**src/rtl/sargantana_icache_refill_ctrl.sv**
```systemverilog
// sargantana_icache_refill_ctrl: I-cache miss refill and flush sequencer, sole writer of the tag/data memory
module sargantana_icache_refill_ctrl #(
  parameter int ICACHE_N_WAY = 4,
  parameter int SET_WIDHT = 256,
  parameter int TAG_WIDHT = 20,
  parameter int ADDR_WIDHT = 6,
  parameter int BEAT_WIDHT = 64
) (
  input  logic                    clk_i,
  input  logic                    rst_i,
  input  logic                    miss_i,
  input  logic [ADDR_WIDHT-1:0]   miss_idx_i,
  input  logic [TAG_WIDHT-1:0]    miss_tag_i,
  input  logic [ICACHE_N_WAY-1:0] valid_bits_i,
  output logic                    miss_ready_o,
  input  logic                    flush_i,
  output logic                    l2_req_valid_o,
  input  logic                    l2_req_ready_i,
  output logic [ADDR_WIDHT-1:0]   l2_req_idx_o,
  output logic [TAG_WIDHT-1:0]    l2_req_tag_o,
  input  logic                    l2_rsp_valid_i,
  input  logic [BEAT_WIDHT-1:0]   l2_rsp_data_i,
  output logic [ICACHE_N_WAY-1:0] tag_req_o,
  output logic [ICACHE_N_WAY-1:0] data_req_o,
  output logic                    tag_we_o,
  output logic                    data_we_o,
  output logic                    flush_en_o,
  output logic                    valid_bit_o,
  output logic [SET_WIDHT-1:0]    cline_o,
  output logic [TAG_WIDHT-1:0]    tag_o,
  output logic [ADDR_WIDHT-1:0]   addr_o,
  output logic                    refill_done_o,
  output logic                    flush_done_o
);
  localparam int N_BEATS = SET_WIDHT / BEAT_WIDHT;
  localparam int BCW = N_BEATS > 1 ? $clog2(N_BEATS) : 1;
  localparam int WW = ICACHE_N_WAY > 1 ? $clog2(ICACHE_N_WAY) : 1;
  typedef enum logic [2:0] {IDLE, REQ, FILL, WRITE, FLUSH} state_t;
  state_t state, next;
  logic [BCW-1:0] beat_cnt;
  logic [WW-1:0] rr, victim, victim_q;
  logic flush_pend;
  logic [ADDR_WIDHT-1:0] set_cnt, idx_q;
  logic [TAG_WIDHT-1:0] tag_q;
  logic [SET_WIDHT-1:0] cline_q;
  logic accept, beat, last_beat, last_set;
  assign accept = state == IDLE && miss_i && !flush_i;
  assign beat = state == FILL && l2_rsp_valid_i;
  assign last_beat = beat_cnt == BCW'(N_BEATS - 1);
  assign last_set = &set_cnt;
  // descending scan so the lowest invalid way wins; round-robin only if all ways valid
  always_comb begin
    victim = rr;
    for (int w = ICACHE_N_WAY - 1; w >= 0; w--) if (!valid_bits_i[w]) victim = WW'(w);
  end
  always_comb begin
    next = state;
    case (state)
      IDLE:    next = flush_i ? FLUSH : miss_i ? REQ : IDLE;
      REQ:     next = l2_req_ready_i ? FILL : REQ;
      FILL:    next = beat && last_beat ? WRITE : FILL;
      WRITE:   next = flush_pend || flush_i ? FLUSH : IDLE;
      FLUSH:   next = last_set ? IDLE : FLUSH;
      default: next = IDLE;
    endcase
  end
  always_ff @(posedge clk_i) begin
    if (rst_i) begin
      state <= IDLE;
      beat_cnt <= '0;
      rr <= '0;
      flush_pend <= 1'b0;
      set_cnt <= '0;
    end else begin
      state <= next;
      if (accept) begin
        idx_q <= miss_idx_i;
        tag_q <= miss_tag_i;
        victim_q <= victim;
        if (&valid_bits_i) rr <= rr == WW'(ICACHE_N_WAY - 1) ? '0 : rr + 1'b1;
      end
      if (beat) begin
        cline_q[beat_cnt * BEAT_WIDHT +: BEAT_WIDHT] <= l2_rsp_data_i;
        beat_cnt <= last_beat ? '0 : beat_cnt + 1'b1;
      end
      if (next == FLUSH) flush_pend <= 1'b0;
      else if (flush_i && state inside {REQ, FILL, WRITE}) flush_pend <= 1'b1;
      if (state == FLUSH) set_cnt <= set_cnt + 1'b1;
    end
  end
  always_comb begin
    miss_ready_o = 1'b0;
    l2_req_valid_o = 1'b0;
    l2_req_idx_o = '0;
    l2_req_tag_o = '0;
    tag_req_o = '0;
    data_req_o = '0;
    tag_we_o = 1'b0;
    data_we_o = 1'b0;
    flush_en_o = 1'b0;
    valid_bit_o = 1'b0;
    cline_o = '0;
    tag_o = '0;
    addr_o = '0;
    refill_done_o = 1'b0;
    flush_done_o = 1'b0;
    if (!rst_i) begin
      miss_ready_o = state == IDLE && !flush_i;
      l2_req_valid_o = state == REQ;
      l2_req_idx_o = state == REQ ? idx_q : '0;
      l2_req_tag_o = state == REQ ? tag_q : '0;
      if (state == WRITE) begin
        tag_req_o = ICACHE_N_WAY'(1) << victim_q;
        data_req_o = ICACHE_N_WAY'(1) << victim_q;
        tag_we_o = 1'b1;
        data_we_o = 1'b1;
        valid_bit_o = 1'b1;
        cline_o = cline_q;
        tag_o = tag_q;
        addr_o = idx_q;
        refill_done_o = 1'b1;
      end
      if (state == FLUSH) begin
        tag_req_o = '1;
        tag_we_o = 1'b1;
        flush_en_o = 1'b1;
        addr_o = set_cnt;
        flush_done_o = last_set;
      end
    end
  end
endmodule

```
**config.mk**
```make
export PLATFORM = sky130hd
export DESIGN_NAME = sargantana_icache_refill_ctrl
export DESIGN_NICKNAME = d
export VERILOG_FILES = /design/src/rtl/sargantana_icache_refill_ctrl.sv
export SDC_FILE = /design/constraint.sdc
export NUM_CORES = 1
export LEC_CHECK = 0
export BUFFER_PORTS_ARGS = -buffer_cell sky130_fd_sc_hd__buf_2
export CAP_MARGIN = 10
export CORE_MARGIN = 2
export CORE_UTILIZATION = 41
export CTS_CLUSTER_DIAMETER = 80
export DETAILED_ROUTE_END_ITERATION = 10
export HOLD_SLACK_MARGIN = 0.15
export PLACE_DENSITY = 0.65
export SYNTH_ARGS = -nofsm -noshare
export SYNTH_HDL_FRONTEND = slang
export SYNTH_SLANG_ARGS = --single-unit
export TNS_END_PERCENT = 50
```
**constraint.sdc**
```tcl
create_clock -name clk_i -period 6.7 [get_ports clk_i]
set_input_delay 0.335 -clock clk_i [delete_from_list [all_inputs] [get_ports clk_i]]
set_output_delay 0.335 -clock clk_i [all_outputs]
set_load 0.01 [all_outputs]
```
==> key figures <==
Placed design
  – Dpl cells: 1800
  – DP HPWL: 23.5 mm
  – Setup Slack @ Placement: 3.29 ns
  – Port Buf Inserts: 423
  – Routability cong.: 0.840

Setup path
  – CP max stage cell: buf_4
  – CP startpoint kind: flip-flop
  – CP Capture Type: output pin
  – Crit-path cells: nor2_1 -> nand3_1 -> inv_6 -> buf_4 -> a22o_1 -> buf_2
  – Delay-heaviest family, CP: buffers and inverters
  – Worst R2R End: cline_q[66]
  – Crit. Startpoint: state[2]
  – Crit path largest cell delay: 0.79 ns
  – Reg2reg start: beat_cnt[0]
  – CP endpoint: addr_o[2]
  – Critical-path maximum fanout: 177
  – Worst path depth: 6
  – Crit path required time: 6.36 ns
  – Reg2reg setup slack: 3.58 ns
  – Setup CP Type: flip-flop to output pin
  – Reg2Reg Depth: 5
  – Crit path buf inv count: 3
  – Critical path arrival: 3.51 ns

Synth
  – Largest family of logic cells by synthesized area: simple AND/OR/NAND/NOR gates
  – Mapped Area: 13300 µm²
  – Post-synth top area cell: edfxtp_1
  – Synth Area in Compound Gates: 1.59%
  – Synth Area in Adders: 0.659%
  – Yosys warns: 0
  – Syn_area_per_cell: 12.9 µm²
  – Post-synth ARST share: 0%
  – Yosys cell types: 42
  – Fraction of synthesized area in multiplexers: 0.151%
  – Syn nets: 1138
  – Synth top area share: 64.1%
  – Post-Synth XOR/XNOR Area: 0.0659%
  – Simple-gate portion of the synthesized area: 29.1%
  – Flops & latches, synth: 298
  – Primary FF master, synth: edfxtp_1
  – Number of cells produced by synthesis: 1031
  – Post-synth EDFFs: 284
  – Seq/Total Area, Yosys: 66.2%
  – Area contributors post-synth: edfxtp_1 (64%), and2_1 (26%), dfxtp_1 (2.1%), clkbuf_1 (1.6%), ha_1 (0.66%)

STA
  – Fmax: 260 MHz
  – Clock skew: 0.0185 ns
  – Final WS setup: 2.85 ns
  – Post-route clock period utilization: 57.4%
  – Final worst path period need: 3.85 ns
  – Final Max Slew Viols: 0
  – Setup TNS: 0 ns
  – Worst Max-Slew Pin Slew: 1.05 ns
  – RSZ-0062 raised after global routing: false
  – Setup violators final: 0
  – Final hold vios: 0
  – Worst slew slack as a fraction of its limit: 29.7%
  – Final hold slack: 0.167 ns

Clocking
  – Clock transition at the registers of the reported paths: 0.06 ns
  – Post CTS Setup Buffer Count: 0
  – Cts hold-fix bufs: 80
  – Worst-Skew Late Latency: 0.51 ns
  – CTS Buf Count: 34
  – CTS Root Cell: clkbuf_16
  – CTS tree: yes
  – H-tree depth: 2
  – Post-CTS resize count: 0
  – Clock Path Buffers: 3
  – # clock sinks: 298

Floorplanning
  – FP Rows: 65
  – Core ar.: 31700 µm²
  – Die X: 184 µm
  – Die Height: 184 µm
  – Initial Utilization: 41.9%
  – IO Pins: 424
  – DIE AREA: 33900 µm²

Drt
  – Starting DRC count in detailed routing: 526
  – Detailed-route via count: 9238
  – TritonRoute pass-1 iters: 5
  – Drt total wl: 35.9 mm
  – Post-DR wirelength/cell: 18.6 µm
  – Vias/cell: 4.77
  – Drc violations: 0
  – Final antenna-violating net count: 0

Run status
  – Run status: completed

Power
  – Tot Pwr: 3.92 mW
  – Pwr/cell area: 223 nW/µm²
  – Worst VDD drop: 0.210 mV
  – Leak: 7.61 nW

Layout
  – Fraction of layout cells with a size suffix above 1: 32.3%
  – Fillers: 2710
  – Multi-input gate area in the final layout: 4230 µm²
  – Diode insertion count for antenna repair: 0
  – Layout area overhead: 32.3%
  – Register Area: 8810 µm²
  – Post-Layout Cell Count: 1936
  – Final #Nets: 1621

Global route
  – Largest net degree at the start of global routing: 178
  – Initial antenna violation count: 0
  – First-pass GRT wire length: 54.4 mm
  – Final global-route overflow total: 0
  – GRT Overall Usage: 21.1%
  – Vias in the first global route: 9403

Job
  – Max-cap violations: 0

Worst hold path
  – Hold Path Class: input pin to flip-flop
## worst min path at each step
| stage | start | endpoint | slack (ns) | cells past startpoint |
|---|---|---|---|---|
| 6_report | l2_rsp_data_i[48] | cline_q[112] | 0.17 | 2 |
| 5_1_grt | l2_rsp_data_i[48] | cline_q[112] | 0.16 | 2 |
| 4_1_cts | l2_rsp_data_i[48] | cline_q[112] | 0.15 | 2 |
| 3_5_place_dp | rr[1] | rr[1] | 0.49 | 2 |
| 3_3_place_gp | rr[1] | rr[1] | 0.49 | 2 |
| 2_1_floorplan | miss_idx_i[0] | idx_q[0] | 0.43 | 0 |
## where the power goes
| part | total (mW) | leakage (nW) | switching [mW] | internal [mW] |
|---|---|---|---|---|
| Clock | 1.73 | 0.499 | 0.716 | 1.01 |
| Sequential | 2.04 | 2.57 | 0.00962 | 2.03 |
| Combinational | 0.155 | 4.54 | 0.0717 | 0.0834 |
| Total | 3.92 | 7.61 | 0.798 | 3.13 |
## final cells by class
class                      instances  area share, %
tap                              402           2.86
clock buffer                      38           4.92
inverter                           9          0.220
sequential                       298           50.1
clock inverter                    18          0.938
multi-input combinational        659           24.0
timing repair buffer             512           17.0
## worst reg2reg max path, stage by stage (launching register included)
cell,delay [ns]
dfxtp_1,0.54
inv_1,0.24
ha_1,0.50
nor3b_4,0.91
buf_4,0.57
and2_1,0.22
## registers in the layout, summed over array words and instances, names as in the netlist
name        cells
victim_q        2
flush_pend      1
rr              2
set_cnt         6
beat_cnt        2
idx_q           6
tag_q          20
state           3
cline_q       256
## Yosys cell counts, types with 2 or more instances
cell,n
edfxtp_1,284
nor3b_2,3
nand2_1,9
nand4_1,2
mux2i_1,2
a22o_1,6
nor3b_1,3
nand3_1,3
nor3_1,4
a21boi_0,2
a21oi_1,8
or3_1,4
o31ai_1,4
clkbuf_1,57
and3_1,2
buf_4,2
dfxtp_1,14
or2_2,2
o21ai_0,8
nand3b_1,2
ha_1,7
buf_2,6
inv_1,7
nand2b_1,2
and4b_1,2
nor2_1,8
and2_1,563
## routing by layer
layer	wire length, µm	vias up	global-route usage [%]
met3	2180	70	4.27
met2	17700	325	36.3
li1	-	4412	-
met5	0	-	0
met1	15000	4431	26.5
met4	1080	0	7.42
## layout by cell type (no fill, tap or decap), types with 4 or more instances in the layout
master         netlist  routed
o21ai_0              8       8
and2_1             563     559
clkbuf_1            57       4
clkinv_2             0       5
edfxtp_1           284     284
clkbuf_16            0      34
o31ai_1              4       4
dfxtp_1             14      14
dlygate4sd3_1        0      80
clkinv_1             1       4
buf_4                2       9
or3_1                4       4
a21oi_1              8       8
nand2_1              9       9
buf_2                6     423
inv_1                7       7
and2_4               0       4
nor2_1               8       8
ha_1                 7       7
a22o_1               6       6
inv_6                0       4
nor3_1               4       4
## cells by family (layout without fill, tap and decap cells)
logic type	after synthesis	count (layout)
compound gates	32	32
mux	2	2
flops	298	298
simple gates	617	617
xor+xnor	1	1
fa+ha+maj	7	7
buf+inv	74	577
## stage by stage
| stage | utilization [%] | cell area [µm²] |
|---|---|---|
| 5_1_grt | 55.5 | 17600 |
| 3_5_place_dp | 49.7 | 15800 |
| 4_1_cts | 55.5 | 17600 |
| 2_1_floorplan | - | 13300 |
| 3_3_place_gp | 49.7 | 15800 |
| 6_report | 55.5 | 17600 |
(Power assumes the default switching activity.)
